==> config.mk <==
export PLATFORM = sky130hd
export DESIGN_NAME = rans_encoder
export DESIGN_NICKNAME = d
export VERILOG_FILES = /design/src/rtl/rans_encoder.sv
export SDC_FILE = /design/constraint.sdc
export NUM_CORES = 1
export LEC_CHECK = 0
export ABC_AREA = 1
export CAP_MARGIN = 15
export CORE_MARGIN = 2
export CORE_UTILIZATION = 45
export CTS_BUF_LIST = sky130_fd_sc_hd__clkbuf_4 sky130_fd_sc_hd__clkbuf_8
export CTS_CLUSTER_DIAMETER = 100
export DETAILED_ROUTE_END_ITERATION = 7
export SLEW_MARGIN = 30
export SYNTH_ARGS = -nofsm -noshare
export SYNTH_HDL_FRONTEND = slang
export SYNTH_SLANG_ARGS = --single-unit
==> constraint.sdc <==
create_clock -name clk -period 3.8 [get_ports clk]
set_input_delay 0.57 -clock clk [delete_from_list [all_inputs] [get_ports clk]]
set_output_delay 0.57 -clock clk [all_outputs]
set_load 0.01 [all_outputs]
==> src/rtl/rans_encoder.sv <==
// Streaming rANS encoder: per-symbol freq/cumul table, renormalisation chunk output,
// serial restoring divider for x/f and x%f, and a flush that emits the final state LSB-first.
module rans_encoder #(
  parameter int SYMBOL_WIDTH = 4,
  parameter int LOG_M        = 10,
  parameter int STATE_WIDTH  = 32,
  parameter int OUT_WIDTH    = 8
) (
  input  logic                    clk,
  input  logic                    rst_n,
  input  logic                    config_en,
  input  logic [SYMBOL_WIDTH-1:0] config_symbol,
  input  logic [LOG_M-1:0]        config_freq,
  input  logic [LOG_M-1:0]        config_cumul,
  input  logic                    sym_valid,
  output logic                    sym_ready,
  input  logic [SYMBOL_WIDTH-1:0] sym_in,
  input  logic                    flush_valid,
  output logic                    flush_ready,
  output logic                    out_valid,
  input  logic                    out_ready,
  output logic [OUT_WIDTH-1:0]    out_data,
  output logic                    out_last,
  output logic [STATE_WIDTH-1:0]  state_out,
  output logic                    err_zero_freq
);

  localparam int DEPTH  = 1 << SYMBOL_WIDTH;
  localparam int NCHUNK = STATE_WIDTH / OUT_WIDTH;
  localparam int CNT_W  = $clog2(STATE_WIDTH) + 1;
  localparam logic [STATE_WIDTH-1:0] L_INIT = STATE_WIDTH'(1) << (STATE_WIDTH - OUT_WIDTH);

  typedef enum logic [2:0] {
    S_IDLE,
    S_LOOKUP,
    S_RENORM,
    S_DIVIDE,
    S_UPDATE,
    S_FLUSH
  } fsm_t;

  fsm_t                    fsm_q;
  logic [STATE_WIDTH-1:0]  state_q;
  logic [SYMBOL_WIDTH-1:0] sym_q;
  logic [LOG_M-1:0]        f_q;
  logic [LOG_M-1:0]        c_q;
  logic [STATE_WIDTH-1:0]  dvd_q;   // dividend/quotient while dividing, state shifter while flushing
  logic [LOG_M:0]          rem_q;
  logic [CNT_W-1:0]        cnt_q;
  logic                    out_valid_q;
  logic [OUT_WIDTH-1:0]    out_data_q;
  logic                    out_last_q;
  logic                    err_q;
  logic [LOG_M-1:0]        freq_q  [DEPTH];
  logic [LOG_M-1:0]        cumul_q [DEPTH];

  logic [STATE_WIDTH:0]    x_max_d;
  logic [STATE_WIDTH-1:0]  x_shr_d;
  logic                    x_hit_d;
  logic                    shr_hit_d;
  logic [LOG_M:0]          rem_shift_d;
  logic                    q_bit_d;
  logic [LOG_M:0]          rem_d;
  logic [STATE_WIDTH-1:0]  x_upd_d;
  logic [STATE_WIDTH-1:0]  flush_shr_d;

  // NOTE: every signal written in always_comb gets a value on every path, so no latches are inferred.
  always_comb begin
    x_max_d     = {1'b0, f_q, {(STATE_WIDTH-LOG_M){1'b0}}};
    x_shr_d     = state_q >> OUT_WIDTH;
    x_hit_d     = {1'b0, state_q} >= x_max_d;
    shr_hit_d   = {1'b0, x_shr_d} >= x_max_d;
    rem_shift_d = {rem_q[LOG_M-1:0], dvd_q[STATE_WIDTH-1]};
    q_bit_d     = rem_shift_d >= {1'b0, f_q};
    rem_d       = q_bit_d ? (rem_shift_d - {1'b0, f_q}) : rem_shift_d;
    x_upd_d     = (dvd_q << LOG_M)
                + {{(STATE_WIDTH-LOG_M-1){1'b0}}, rem_q}
                + {{(STATE_WIDTH-LOG_M){1'b0}}, c_q};
    flush_shr_d = dvd_q >> OUT_WIDTH;
  end

  assign sym_ready     = (fsm_q == S_IDLE) && !config_en;
  assign flush_ready   = (fsm_q == S_IDLE) && !config_en && !sym_valid;
  assign out_valid     = out_valid_q;
  assign out_data      = out_data_q;
  assign out_last      = out_last_q;
  assign state_out     = state_q;
  assign err_zero_freq = err_q;

  // NOTE: sequential state uses non-blocking assignments only, so every register sees pre-edge values.
  always_ff @(posedge clk) begin
    if (!rst_n) begin
      fsm_q       <= S_IDLE;
      state_q     <= L_INIT;
      sym_q       <= '0;
      f_q         <= '0;
      c_q         <= '0;
      dvd_q       <= '0;
      rem_q       <= '0;
      cnt_q       <= '0;
      out_valid_q <= 1'b0;
      out_data_q  <= '0;
      out_last_q  <= 1'b0;
      err_q       <= 1'b0;
      // NOTE: the table is reset to all-zero because an unconfigured symbol must read as freq 0.
      for (int i = 0; i < DEPTH; i++) begin
        freq_q[i]  <= '0;
        cumul_q[i] <= '0;
      end
    end else if (config_en) begin
      freq_q[config_symbol]  <= config_freq;
      cumul_q[config_symbol] <= config_cumul;
      fsm_q       <= S_IDLE;
      state_q     <= L_INIT;
      err_q       <= 1'b0;
      out_valid_q <= 1'b0;
      out_last_q  <= 1'b0;
    end else begin
      case (fsm_q)
        S_IDLE: begin
          if (sym_valid && sym_ready) begin
            sym_q <= sym_in;
            fsm_q <= S_LOOKUP;
          end else if (flush_valid && flush_ready) begin
            dvd_q       <= state_q;
            cnt_q       <= '0;
            out_valid_q <= 1'b1;
            out_data_q  <= state_q[OUT_WIDTH-1:0];
            out_last_q  <= (NCHUNK == 1);
            fsm_q       <= S_FLUSH;
          end
        end

        S_LOOKUP: begin
          f_q <= freq_q[sym_q];
          c_q <= cumul_q[sym_q];
          if (freq_q[sym_q] == '0) begin
            err_q <= 1'b1;
            fsm_q <= S_IDLE;
          end else begin
            fsm_q <= S_RENORM;
          end
        end

        // A chunk's handshake re-compares the shifted state in the same cycle, so each chunk costs one cycle.
        S_RENORM: begin
          if (out_valid_q) begin
            if (out_ready) begin
              state_q <= x_shr_d;
              if (shr_hit_d) begin
                out_data_q <= x_shr_d[OUT_WIDTH-1:0];
              end else begin
                out_valid_q <= 1'b0;
                dvd_q       <= x_shr_d;
                rem_q       <= '0;
                cnt_q       <= '0;
                fsm_q       <= S_DIVIDE;
              end
            end
          end else if (x_hit_d) begin
            out_valid_q <= 1'b1;
            out_data_q  <= state_q[OUT_WIDTH-1:0];
            out_last_q  <= 1'b0;
          end else begin
            dvd_q <= state_q;
            rem_q <= '0;
            cnt_q <= '0;
            fsm_q <= S_DIVIDE;
          end
        end

        S_DIVIDE: begin
          rem_q <= rem_d;
          dvd_q <= {dvd_q[STATE_WIDTH-2:0], q_bit_d};
          cnt_q <= cnt_q + 1'b1;
          if (cnt_q == CNT_W'(STATE_WIDTH - 1)) fsm_q <= S_UPDATE;
        end

        S_UPDATE: begin
          state_q <= x_upd_d;
          fsm_q   <= S_IDLE;
        end

        S_FLUSH: begin
          if (out_ready) begin
            if (out_last_q) begin
              out_valid_q <= 1'b0;
              out_last_q  <= 1'b0;
              state_q     <= L_INIT;
              fsm_q       <= S_IDLE;
            end else begin
              dvd_q      <= flush_shr_d;
              out_data_q <= flush_shr_d[OUT_WIDTH-1:0];
              cnt_q      <= cnt_q + 1'b1;
              out_last_q <= (cnt_q == CNT_W'(NCHUNK - 2));
            end
          end
        end

        default: fsm_q <= S_IDLE;
      endcase
    end
  end

endmodule

==> reports/results.ini <==
[clock_tree]
clockBufferDepth=3
clock_latency_ns=0.67
clock_sinks=443
cts_tree=done
cts_buffers=76
cts_root_buf=clkbuf_8
htreeDepth=3
hold_buffers=0
cts_resized=0
path_clk_slew_ns=0.06
postCtsSetupBuffers=0

[timing]
setup_viol=0
hold_viol=0
setup_tns_ns=0
slew_violations=0
slew_headroom=0.345
tightest_slew_ns=0.981
rsz0062_at_grt=false
fin_skew_ns=0.0315
fin_crit_sh=0.858
timing.fmax_ghz=0.307
fin_crit_ns=3.26

[floorplan]
dieHeight_um=227
rows=81
die_x_um=227
core_area_um2=49000
ios=79
initial_utilization=0.457
dieArea_um2=51500

[finish]
drive_gt1_frac=0.0860
fill_cells=4679
area_growth_syn_to_layout_pct=13.0
nets=2764
layout_common_cells=nor2_1 (515), nand2_1 (449), edfxtp_1 (320)
multi_input_area_um2=8610
fin_area_um2=25300
mostFrequentLayoutCell=nor2_1
seqCellArea_um2=12100
final_cells=3409

[run]
maxCapViolations=0

[routing]
viasPerCell=5.64
drc_errors=0
wl_mm=76.0
routedWlPerCell_um=22.3
first_iter_violations=1745
drtPass1Iterations=6
routed-via-count=19200
postRouteAntennaNets=0

[logic_synthesis]
synth_cell_types=50
synth_fp_nets=2701
synth_cells=2630
synth_top_area_cell=edfxtp_1
syn_avg_cell_area_um2=8.50
async_flop_share=0
syn_area_um2=22400
ys_top_cells_by_area=edfxtp_1 (43%), dfxtp_1 (11%), nor2_1 (8.6%)
synth-edff-count=320
yosysTopAreaCellShare=0.430
ys_seq_area_frac=0.540
ys_ff_latch=443
synthFlopType=edfxtp_1
ys_warn_count=0

[critical_path]
path_max_fanout=33
arrival_ns=3.76
end_kind=register
cp-start-kind=register
critPathRequiredTime_ns=4.30
criticalPathCategory=register to register

[grt]
grt_max_degree=70
grt_pass1_vias=18700
antenna_found_initial=1
grt_pass1_wl_mm=115
grt_overflow_total=0
track_usage=0.300

[placed_design]
io_buffers=78
dpl-instance-area_um2=23800
gp_congestion=1.02
dp.cells=3279
hpwl_mm=53.0

[pwr]
leakage_nw=9.92
power-per-cell-area_nw_per_um2=439
ir_drop_v=0.000336

[min_path]
hp-class=register to register

[run_status]
outcome=finished, final reports clean

## power breakdown
part,switching [mW],leakage [nW],internal (mW),total (mW)
registers,0.108,4.05,5.41,5.52
logic,0.903,5.09,0.392,1.29
clock network,2.01,0.779,2.28,4.28
## worst paths after layout
kind	from	to	slack [ns]	cells past startpoint
max	state_out[31]	rem_q[9]	0.54	12
min	cnt_q[3]	cnt_q[3]	0.46	2
min reg2reg	cnt_q[3]	cnt_q[3]	0.46	2
max reg2reg	state_out[31]	rem_q[9]	0.54	12
## per-stage QoR
stage	utilization	power [mW]	setup slack, ns	hold WS (ns)
after floorplan	-	6.42	1.59	0.439
after global placement	0.486	6.88	0.609	0.450
after detailed placement	0.486	6.90	0.592	0.453
after CTS	0.516	11.2	0.589	0.462
after global routing	0.516	11.5	0.288	0.474
final	0.516	11.1	0.540	0.463
## routing by layer
| metal | part of all wire | track usage |
|---|---|---|
| met3 | 0.060 | 0.0430 |
| met2 | 0.49 | 0.511 |
| met5 | 0 | 0 |
| met1 | 0.40 | 0.372 |
| met4 | 0.054 | 0.155 |
## sequential cells by signal, summed over array words and instances, names as in the netlist, named ones only
register / count
err_zero_freq: 1
rem_q: 11
f_q: 10
fsm_q: 3
out_data: 8
c_q: 10
cnt_q: 6
dvd_q: 32
cumul_q: 160
sym_q: 4
freq_q: 160
out_last: 1
out_valid: 1
state_out: 32
## kinds of logic after synthesis
family	synth area share
XOR/XNOR	0.00431
multiplexers	0.0134
flip-flops	0.540
AO/OA/AOI/OAI	0.120
adder cells (fa/ha/maj)	0.0214
AND/OR/NAND/NOR	0.226
buffers and inverters	0.0750
## synthesized netlist by cell type (all sizes together) (3+ instances only)
cell	number
clkinv	5
inv	253
ha	35
o21ai	151
xor2	5
nand3	187
nand2	458
a21oi	171
o22ai	25
clkbuf	119
nand4	24
nor3	22
a221oi	5
a31oi	5
o221ai	41
nor2	523
mux2i	30
o32ai	10
or2	5
a211oi	5
xnor2	6
a21o	3
nor4	4
dfxtp	123
buf	46
edfxtp	320
o211ai	33
## worst max-delay path, cell delays in order (launching register included)
cell      delay [ns]
dfxtp_1         0.63
ha_1            0.35
a21oi_1         0.14
o21ai_0         0.11
a211oi_1        0.23
o21ai_0         0.23
nand2_1         0.14
nand2_1         0.11
inv_2           0.14
buf_4           0.39
nand2_1         0.39
nand2_1         0.15
a21oi_1         0.07
## layout make-up
| class | count | share of cell area |
|---|---|---|
| Sequential cell | 443 | 0.478 |
| Multi-Input combinational cell | 1764 | 0.341 |
| Clock buffer | 112 | 0.0533 |
| Timing Repair Buffer | 150 | 0.0523 |
| Inverter | 258 | 0.0383 |
| Tap cell | 664 | 0.0329 |
| Clock inverter | 17 | 0.00460 |
| Antenna cell | 1 | 0.0000990 |
Note: power is estimated with default switching activity, not from simulation.
